<file path="src/rtl/rf_wb_arbiter.sv">
// Round-robin arbiter sharing the register file write port among NREQ writeback sources.
// Registered write stage (one-cycle latency) plus a saturating contention counter.
module rf_wb_arbiter #(
    parameter int NREQ  = 3,
    parameter int WIDTH = 32,
    parameter int AW    = 5,
    parameter int CW    = 16
) (
    input  logic                  clk,
    input  logic                  rst_i,
    input  logic [NREQ-1:0]       req_valid_i,
    input  logic [NREQ*AW-1:0]    req_addr_i,
    input  logic [NREQ*WIDTH-1:0] req_data_i,
    output logic [NREQ-1:0]       req_ready_o,
    input  logic                  hold_i,
    output logic                  rf_we_o,
    output logic [AW-1:0]         rf_addr_o,
    output logic [WIDTH-1:0]      rf_data_o,
    output logic [CW-1:0]         contention_cnt_o
);

    localparam int PW = (NREQ > 1) ? $clog2(NREQ) : 1;
    localparam logic [PW-1:0] LAST = PW'(NREQ - 1);

    logic [PW-1:0]    ptr_q;
    logic [PW-1:0]    gnt_idx;
    logic             gnt_any;
    logic [AW-1:0]    sel_addr;
    logic [WIDTH-1:0] sel_data;
    logic             multi_valid;
    int               idx;

    // Scan from the highest offset down so the lowest offset from ptr wins.
    always_comb begin
        gnt_any = 1'b0;
        gnt_idx = '0;
        idx     = 0;
        if (!rst_i && !hold_i) begin
            for (int i = NREQ - 1; i >= 0; i--) begin
                idx = int'(ptr_q) + i;
                if (idx >= NREQ) idx = idx - NREQ;
                if (req_valid_i[idx]) begin
                    gnt_any = 1'b1;
                    gnt_idx = PW'(idx);
                end
            end
        end
    end

    always_comb begin
        req_ready_o = '0;
        for (int k = 0; k < NREQ; k++) begin
            req_ready_o[k] = gnt_any && (gnt_idx == PW'(k));
        end
    end

    assign sel_addr    = req_addr_i[gnt_idx*AW +: AW];
    assign sel_data    = req_data_i[gnt_idx*WIDTH +: WIDTH];
    assign multi_valid = ($countones(req_valid_i) > 1);

    always_ff @(posedge clk) begin
        if (rst_i) begin
            ptr_q            <= '0;
            rf_we_o          <= 1'b0;
            rf_addr_o        <= '0;
            rf_data_o        <= '0;
            contention_cnt_o <= '0;
        end else begin
            if (gnt_any) begin
                ptr_q     <= (gnt_idx == LAST) ? '0 : gnt_idx + 1'b1;
                rf_addr_o <= sel_addr;
                rf_data_o <= sel_data;
                // Address 0 is consumed but never written.
                rf_we_o   <= (sel_addr != '0);
            end else begin
                rf_we_o   <= 1'b0;
            end
            if (multi_valid && (contention_cnt_o != '1)) begin
                contention_cnt_o <= contention_cnt_o + 1'b1;
            end
        end
    end

endmodule

</file>
<file path="config.mk">
export PLATFORM = sky130hd
export DESIGN_NAME = rf_wb_arbiter
export DESIGN_NICKNAME = d
export VERILOG_FILES = /design/src/rtl/rf_wb_arbiter.sv
export SDC_FILE = /design/constraint.sdc
export NUM_CORES = 1
export LEC_CHECK = 0
export ABC_CLOCK_PERIOD_IN_PS = 7500
export CAP_MARGIN = 20
export CORE_ASPECT_RATIO = 1.2
export CORE_MARGIN = 2
export CORE_UTILIZATION = 35
export DETAILED_ROUTE_END_ITERATION = 10
export PLACE_DENSITY = 0.75
export SETUP_SLACK_MARGIN = 0.02
export SYNTH_ARGS = -nofsm -noshare
export SYNTH_HDL_FRONTEND = slang
export SYNTH_SLANG_ARGS = --single-unit
</file>
<file path="constraint.sdc">
create_clock -name clk -period 7.5 [get_ports clk]
set_clock_uncertainty 0.05 [all_clocks]
set_input_delay 1.5 -clock clk [delete_from_list [all_inputs] [get_ports clk]]
set_output_delay 1.5 -clock clk [all_outputs]
set_load 0.1 [all_outputs]
</file>
==> results of run 1 <==
power groups by stage:
| stage | clock network, uW | logic, uW | registers, uW |
|---|---|---|---|
| final | 174 | 344 | 330 |
| after global routing | 191 | 360 | 333 |
| after CTS | 180 | 345 | 331 |
| after detailed placement | 0 | 345 | 337 |
| after global placement | 0 | 341 | 336 |
| after floorplan | 0 | 77.7 | 484 |
cells in the final DEF (no fill, tap or decap), types with 6 or more instances in the layout:
| cell | n |
|---|---|
| a21oi_1 | 20 |
| buf_4 | 6 |
| xor2_1 | 7 |
| clkbuf_8 | 6 |
| and2_1 | 24 |
| o21ai_1 | 28 |
| nor2_1 | 18 |
| a221oi_1 | 25 |
| nand3_1 | 13 |
| or3_1 | 6 |
| o21ai_0 | 9 |
| inv_1 | 8 |
| nand3b_1 | 27 |
| a222oi_1 | 10 |
| dfxtp_1 | 56 |
| clkdlybuf4s50_1 | 170 |
| nand2_1 | 12 |
routing by layer:
metal,vias to the layer above,share of wire,wire length [um]
met5,-,0,0
li1,1609,-,-
met4,0,0.018,177
met1,1578,0.41,3940
met2,129,0.51,4980
met3,16,0.064,625
critical path, delay by kind of cell:
| kind | cells | cell delay, ns |
|---|---|---|
| AND/OR/NAND/NOR | 1 | 0.55 |
| AO/OA/AOI/OAI | 2 | 0.47 |
| buffers and inverters | 2 | 1.57 |
final cells by class:
cell class	count	area [sq um]
timing repair buffer	177	1750
tap	117	146
sequential	56	1120
fill	778	3580
clock buffer	7	86.3
clock inverter	1	7.51
inverter	8	30.0
multi-input combinational	253	1750
Yosys cell counts (all sizes together) (3+ instances only):
cell	instances	share of area
dfxtp	56	0.37
a221oi	28	0.088
nor2	18	0.022
nor4	3	0.0062
nand2	12	0.015
and2	24	0.050
or2	4	0.0083
nand3b	27	0.067
a21oi	20	0.033
o21ai	37	0.061
a222oi	10	0.033
nor2b	5	0.010
buf	14	0.027
ha	5	0.021
or3	6	0.012
mux2i	3	0.010
xor2	7	0.020
inv	8	0.010
nand2b	3	0.0062
nand3	13	0.022
and4	3	0.0087
nand4	3	0.0062
clkbuf	16	0.020
state kept, by name, indices dropped and copies added, names as in the netlist:
signal            cells
ptr_q                 2
rf_we_o               1
rf_addr_o             5
rf_data_o            32
contention_cnt_o     16
per-stage QoR:
stage / power (uW) / hold WS, ns / instances / util / area [sq um]
4_1_cts: 855 / 0.437 / 619 / 0.577 / 4890
3_5_place_dp: 682 / 0.421 / 611 / 0.566 / 4790
5_1_grt: 884 / 0.460 / 619 / 0.577 / 4890
6_report: 848 / 0.436 / 619 / 0.577 / 4890
3_3_place_gp: 678 / 0.421 / 611 / 0.566 / 4790
2_1_floorplan: 561 / 0.404 / 347 / - / 3010
logic make-up (layout without fill, tap and decap cells):
group	Yosys count	in the layout
XOR/XNOR	8	8
flip-flops	56	56
AO/OA/AOI/OAI	109	109
multiplexers	3	3
AND/OR/NAND/NOR	128	128
adder cells (fa/ha/maj)	5	5
buffers and inverters	38	193
path summary, 6_finish.rpt:
kind | startpoint | endpoint | cells past startpoint
worst max-delay path | rst_i | req_ready_o[2] | 5
worst min-delay path | rf_data_o[15] | rf_data_o[15] | 2
worst max register to register | ptr_q[0] | rf_data_o[18] | 9
worst min register to register | rf_data_o[15] | rf_data_o[15] | 2
==> impl_metrics.py, run 1 <==
metrics = {
    "clock_network": {
        "post-cts-setup-buffer-count": 0,
        "root_buffer": "clkbuf_8",
        "clk-insertion-delay-late_ns": 0.31,
        "cts_buffers": 5,
        "post_cts_resized": 0,
        "clock_sink_count": 56,
        "cts_hold_buf": 0,
        "cts_max_level": 2,
        "cts_tree": "yes",
        "clkSlewWorstSetupHoldPaths_ns": 0.09,
        "clk_path_buf_depth": 2,
    },
    "global_route": {
        "grt_util_met3": 0.0415,
        "grt_pass1_wl_um": 15100,
        "antenna_found_initial": 0,
        "grt_max_degree": 57,
        "grtUsageMet2": 0.358,
        "track_usage": 0.202,
        "met1_usage": 0.236,
        "grt-ovfl-total": 0,
        "grt-busiest-layer": "met2",
        "grt_pass1_vias": 3210,
    },
    "sta": {
        "max_freq_mhz": 177,
        "timing.final.ws_setup_ns": 1.84,
        "tns_ns": 0,
        "maxSlewHeadroom": 0.323,
        "tightest_slew_ns": 1.01,
        "rsz0062_at_grt": "no",
        "period_needed_ns": 5.66,
        "min_period_over_period": 0.754,
        "setup_viol": 0,
        "finalHoldViolations": 0,
        "slew_violations": 0,
    },
    "synthesis": {
        "synth.distinct_cells": 48,
        "synth_mux_area_frac": 0.00996,
        "synth_top_family_by_area": "compound AO/OA/AOI/OAI gates",
        "avgSynthCellArea_sq_um": 8.69,
        "synth-simple-area-share": 0.254,
        "synth_seq_area_share": 0.372,
        "synth_area_sq_mm": 0.00301,
        "syn_inst": 347,
        "synth_warnings": 0,
        "yosys.area_share.adder": 0.0208,
        "synth_edf_count": 0,
        "synth_compound_area_frac": 0.264,
        "synthArstFlopShare": 0,
        "synth-xor-area-share": 0.0232,
        "ys.flop_type": "dfxtp_1",
        "synth_seq_cells": 56,
        "synth_nets": 469,
    },
    "floorplanning": {
        "pin_count": 174,
        "die_y_um": 106,
        "die_area_sq_mm": 0.00937,
        "rows": 37,
        "core_sq_mm": 0.00847,
        "die_w_um": 88.7,
        "initial_core_util": 0.356,
    },
    "setup_path": {
        "path_class": "in2out",
        "cp.required_ns": 5.95,
        "ff2ff_setup_slack_ns": 4.35,
        "cpPeakStageDelay_ns": 1.18,
        "crit_chain": "buf_2, nor2_1, o211ai_1, a31oi_4, clkdlybuf4s50_1",
        "crit_path_max_fanout": 56,
        "cp_data_arrival_time_ns": 4.11,
        "cp_slowest_cell": "clkdlybuf4s50_1",
        "worst_setup_path_start_kind": "primary input",
        "end_kind": "output port",
    },
    "power_and_ir_drop": {
        "switching_share": 0.393,
        "power.density_mw_per_mm2": 173,
        "leakage_uw": 0.00170,
        "p_int_uw": 514,
        "switchingPower_uw": 333,
        "peakVddDrop_mv": 0.0966,
        "clkPwrFrac": 0.205,
        "combPwrFrac": 0.405,
        "power_frac_seq": 0.390,
    },
    "place": {
        "portBuffers": 173,
        "dp_hpwl_um": 7020,
        "gp_congestion": 0.807,
        "dpl_worst_slack_ns": 1.87,
    },
    "route": {
        "drc": 0,
        "drt_iter0_drc": 150,
        "firstDrtPassIters": 5,
        "wl_um": 9720,
        "dr_total_vias": 3332,
        "routedWlPerCell_um": 15.7,
        "ant_nets": 0,
        "viasPerCell": 5.38,
    },
    "outcome": {
        "outcome": "finished, final reports clean",
    },
    "cells_and_area": {
        "syn2layout_area_growth_pct": 62.2,
        "drive_gt1_frac": 0.0478,
        "diodes": 0,
        "finalNetCount": 623,
    },
    "hold_path": {
        "hold_class": "reg2reg",
    },
    "run": {
        "cap_violations": 0,
    },
}
Power figures use the tool's default switching activity.
==> run 2: changes to the inputs <==
--- a/config.mk
+++ b/config.mk
@@ -5,7 +5,7 @@
 export SDC_FILE = /design/constraint.sdc
 export NUM_CORES = 1
 export LEC_CHECK = 0
-export ABC_CLOCK_PERIOD_IN_PS = 7500
+export ABC_CLOCK_PERIOD_IN_PS = 5600
 export CAP_MARGIN = 20
 export CORE_ASPECT_RATIO = 1.2
 export CORE_MARGIN = 2
==> constraint.sdc (replaced) <==
create_clock -name clk -period 5.6 [get_ports clk]
set_clock_uncertainty 0.05 [all_clocks]
set_input_delay 1.12 -clock clk [delete_from_list [all_inputs] [get_ports clk]]
set_output_delay 1.12 -clock clk [all_outputs]
set_load 0.1 [all_outputs]
==> run 2 against run 1 <==
  * Sequential share of layout area is 0.29 points lower
  * Final cell count rose by 0.48%
  * Core utilization rose by 0.74 points
  * Critical path depth is 1 higher
  * Sequential cell count did not move
  * Combinational power grew 35%
  * Clock-buffer cell count shrank 1
  * Total power up 38%
  * Hold slack worse by 0.0030 ns
  * Sequential power increased by 34%
  * Global-route usage is 0.12 points lower
  * Critical path type unchanged
  * Critical endpoint is now req_ready_o[1]
==> impl_metrics.py, run 2 (synthesis gave the netlist of run 1 again) <==
metrics = {
    "floorplanning": {
        "die_w_um": 88.7,
        "die_y_um": 106,
        "pin_count": 174,
        "initial_core_util": 0.356,
        "die_area_sq_mm": 0.00937,
        "core_sq_mm": 0.00847,
        "rows": 37,
    },
    "sta": {
        "tns_ns": 0,
        "finalHoldViolations": 0,
        "max_freq_mhz": 231,
        "hold_slack_ns": 0.433,
        "slew_violations": 0,
        "rsz0062_at_grt": "no",
        "period_needed_ns": 4.33,
        "tightest_slew_ns": 1.03,
        "min_period_over_period": 0.773,
        "setup_viol": 0,
        "maxSlewHeadroom": 0.314,
    },
    "cells_and_area": {
        "syn2layout_area_growth_pct": 64.3,
        "fin_util": 0.584,
        "drive_gt1_frac": 0.0554,
        "final_cell_mix": "clkdlybuf4s50_1, dfxtp_1, o21ai_1",
        "diodes": 0,
        "reg_top3": "rf_data_o: 32 flops, contention_cnt_o: 16 flops, rf_addr_o: 5 flops",
        "top_register": "rf_data_o",
        "finalNetCount": 626,
        "layout_commonest_cell": "clkdlybuf4s50_1",
        "fillerInstances": 796,
        "largest_reg_flops": 32,
    },
    "hold_path": {
        "hold_class": "reg2reg",
    },
    "clock_network": {
        "clock_sink_count": 56,
        "cts_tree": "yes",
        "cts_buffers": 5,
        "cts_hold_buf": 0,
        "post_cts_resized": 0,
        "root_buffer": "clkbuf_8",
        "clkSlewWorstSetupHoldPaths_ns": 0.09,
        "clk_path_buf_depth": 2,
        "cts_max_level": 2,
        "clk-insertion-delay-late_ns": 0.31,
        "post-cts-setup-buffer-count": 0,
    },
    "power_and_ir_drop": {
        "peakVddDrop_mv": 0.134,
        "leakage_uw": 0.00173,
        "power.density_mw_per_mm2": 237,
        "power.total_uw": 1170,
    },
    "global_route": {
        "antenna_found_initial": 0,
        "grt_max_degree": 56,
        "grt_pass1_vias": 3314,
        "grt_pass1_wl_um": 15200,
        "track_usage": 0.201,
        "grt-ovfl-total": 0,
    },
    "setup_path": {
        "worst_setup_path_start_kind": "primary input",
        "cp.required_ns": 4.43,
        "cp_data_arrival_time_ns": 3.16,
        "path_class": "in2out",
        "crit_path_max_fanout": 9,
        "ff2ff_setup_slack_ns": 2.50,
        "end_kind": "output port",
    },
    "place": {
        "portBuffers": 173,
        "dp_hpwl_um": 7200,
        "gp_congestion": 0.850,
    },
    "route": {
        "dr_total_vias": 3318,
        "wl_um": 9860,
        "routedWlPerCell_um": 15.9,
        "drt_iter0_drc": 189,
        "viasPerCell": 5.33,
        "ant_nets": 0,
        "firstDrtPassIters": 4,
        "drc": 0,
    },
    "outcome": {
        "outcome": "finished, final reports clean",
    },
    "run": {
        "cap_violations": 0,
    },
}
## run 2: path summary, 6_finish.rpt
kind,start,endpoint,depth (start not counted)
worst max-delay path,req_valid_i[1],req_ready_o[1],6
worst min-delay path,rf_data_o[5],rf_data_o[5],2
worst max register to register,ptr_q[0],rf_we_o,9
worst min register to register,rf_data_o[5],rf_data_o[5],2
## run 2: area by class of cell
class	instances	area, sq um	area share
Multi-Input combinational cell	253	1750	0.353
Tap cell	117	146	0.0296
Timing Repair Buffer	180	1800	0.364
Inverter	8	30.0	0.00607
Sequential cell	56	1120	0.226
Clock buffer	6	72.6	0.0147
Clock inverter	2	35.0	0.00708
## run 2: report_power, final
part / switching, uW / total (uW) / internal [uW]
registers: 15.5 / 442 / 427
logic: 301 / 466 / 165
clock network: 131 / 264 / 133
## run 2: metal layers
| metal | up-vias | global-route usage | routed length (um) |
|---|---|---|---|
| li1 | 1617 | - | - |
| met1 | 1563 | 0.235 | 3950 |
| met2 | 130 | 0.366 | 5110 |
| met3 | 8 | 0.0384 | 704 |
| met4 | 0 | 0.0498 | 97 |
| met5 | - | 0 | 0 |
## run 2: worst max-delay path: stages
cell             delay (ns)
clkdlybuf4s50_1        0.63
nand2_1                0.09
or3_1                  0.36
a21boi_1               0.51
or2_1                  0.26
buf_12                 0.19
## run 2: per-stage QoR
| stage | area, sq um | setup slack [ns] | std cells |
|---|---|---|---|
| floorplan | 3010 | 1.46 | 347 |
| global placement | 4830 | 1.34 | 613 |
| detailed placement | 4830 | 1.26 | 613 |
| CTS | 4940 | 1.29 | 621 |
| global route | 4950 | 1.12 | 622 |
| finish | 4950 | 1.27 | 622 |
==> run 3: changes to the inputs <==
--- a/config.mk
+++ b/config.mk
@@ -5,7 +5,7 @@
 export SDC_FILE = /design/constraint.sdc
 export NUM_CORES = 1
 export LEC_CHECK = 0
-export ABC_CLOCK_PERIOD_IN_PS = 5600
+export ABC_CLOCK_PERIOD_IN_PS = 4300
 export CAP_MARGIN = 20
 export CORE_ASPECT_RATIO = 1.2
 export CORE_MARGIN = 2
==> constraint.sdc (replaced) <==
create_clock -name clk -period 4.3 [get_ports clk]
set_clock_uncertainty 0.05 [all_clocks]
set_input_delay 0.86 -clock clk [delete_from_list [all_inputs] [get_ports clk]]
set_output_delay 0.86 -clock clk [all_outputs]
set_load 0.1 [all_outputs]
==> run 3 against run 2 <==
  * Clock-buffer cell count grew 1
  * Total power up 33%
  * Via count decreased by 0.75%
  * Sequential cell count is the same
  * Final area increased by 0.40%
  * Sequential share of layout area is 0.091 points lower
  * Final cell count decreased by 0.16%
  * First-iteration DRC count decreased by 43%
  * Highest routed layer unchanged
==> impl_metrics.py, run 3 (synthesis gave the netlist of run 1 again) <==
metrics = {
    "sta": {
        "max_freq_mhz": 261,
        "rsz0062_at_grt": "no",
        "finalHoldViolations": 0,
        "min_period_over_period": 0.891,
        "maxSlewHeadroom": 0.333,
        "setup_viol": 0,
        "tns_ns": 0,
        "tightest_slew_ns": 0.997,
        "slew_violations": 0,
        "period_needed_ns": 3.83,
    },
    "global_route": {
        "grt_pass1_wl_um": 15200,
        "grt-busiest-layer": "met2",
        "grt_util_met3": 0.0415,
        "grt_pass1_vias": 3303,
        "antenna_found_initial": 0,
        "met1_usage": 0.230,
        "track_usage": 0.199,
        "grtUsageMet2": 0.358,
        "grt-ovfl-total": 0,
        "grt_max_degree": 56,
    },
    "hold_path": {
        "hold_class": "reg2reg",
    },
    "clock_network": {
        "root_buffer": "clkbuf_8",
        "post_cts_resized": 0,
        "post-cts-setup-buffer-count": 0,
        "clock_sink_count": 56,
        "clkSlewWorstSetupHoldPaths_ns": 0.09,
        "cts_buffers": 5,
        "cts_tree": "yes",
        "clk_path_buf_depth": 2,
        "cts_hold_buf": 0,
        "clk-insertion-delay-late_ns": 0.31,
        "cts_max_level": 2,
    },
    "setup_path": {
        "crit_chain": "clkdlybuf4s50_1, nand2_1, or3_1, a21boi_1, or2_1, buf_12",
        "worst_setup_path_start_kind": "primary input",
        "ff2ff_setup_slack_ns": 1.18,
        "cp.required_ns": 3.39,
        "cpPeakStageDelay_ns": 0.64,
        "cp_data_arrival_time_ns": 2.92,
        "end_kind": "output port",
        "cp_slowest_cell": "clkdlybuf4s50_1",
        "path_class": "in2out",
        "crit_path_max_fanout": 9,
    },
    "cells_and_area": {
        "top_register": "rf_data_o",
        "syn2layout_area_growth_pct": 64.9,
        "diodes": 0,
        "final_cell_mix": "clkdlybuf4s50_1, dfxtp_1, o21ai_1",
        "reg_top3": "rf_data_o: 32 flops, contention_cnt_o: 16 flops, rf_addr_o: 5 flops",
        "drive_gt1_frac": 0.0556,
        "finalNetCount": 625,
        "layout_commonest_cell": "clkdlybuf4s50_1",
        "largest_reg_flops": 32,
    },
    "route": {
        "ant_nets": 0,
        "firstDrtPassIters": 4,
        "dr_total_vias": 3293,
        "drt_iter0_drc": 108,
        "viasPerCell": 5.30,
        "drc": 0,
        "wl_um": 9640,
        "routedWlPerCell_um": 15.5,
    },
    "floorplanning": {
        "rows": 37,
        "die_y_um": 106,
        "die_w_um": 88.7,
        "initial_core_util": 0.356,
        "pin_count": 174,
        "die_area_sq_mm": 0.00937,
        "core_sq_mm": 0.00847,
    },
    "power_and_ir_drop": {
        "peakVddDrop_mv": 0.163,
        "leakage_uw": 0.00174,
        "power.density_mw_per_mm2": 314,
        "power.total_uw": 1560,
    },
    "place": {
        "portBuffers": 173,
        "dp_hpwl_um": 7070,
        "gp_congestion": 0.827,
    },
    "outcome": {
        "outcome": "finished, final reports clean",
    },
    "run": {
        "cap_violations": 0,
    },
}
-- run 3: cell count changes in the layout (fill, tap and decap cells not counted), sizes merged --
cell and change:
buf -1, clkbuf +1, clkinv -1
-- run 3: path summary, 6_finish.rpt --
path / startpoint / end / cells after the start
max reg2reg: ptr_q[0] / rf_we_o / 9
min: rf_data_o[9] / rf_data_o[9] / 2
min reg2reg: rf_data_o[9] / rf_data_o[9] / 2
max: req_valid_i[1] / req_ready_o[1] / 6
-- run 3: layer usage --
layer	wire length (um)	vias to the layer above
li1	-	1618
met1	3890	1541
met2	4930	116
met3	614	18
met4	205	0
met5	0	-
-- run 3: worst max-delay path, delay by kind of cell --
family          cells  cell delay, ns
simple gates        3            0.68
buf+inv             2            0.83
compound gates      1            0.54
-- run 3: power breakdown --
part	internal (uW)	switching, uW	total (uW)
Clock	206	174	380
Combinational	214	389	604
Sequential	556	20.1	576
Total	976	583	1560
-- run 3: area by class of cell --
class                           count  area [sq um]
Clock buffer                        7          96.3
Timing Repair Buffer              179          1800
Fill cell                         771          3500
Inverter                            8          30.0
Multi-Input combinational cell    253          1750
Sequential cell                    56          1120
Clock inverter                      1          30.0
Tap cell                          117           146
-- run 3: per-stage QoR --
stage                     area [sq um]  instances  hold WS [ns]  utilization  setup WS, ns
after floorplan                   3010        347         0.404            -         0.677
after global placement            4840        613         0.419        0.572         0.548
after detailed placement          4840        613         0.422        0.572         0.504
after CTS                         4970        621         0.439        0.587         0.488
after global routing              4970        621         0.453        0.587         0.370
final                             4970        621         0.434        0.587         0.469
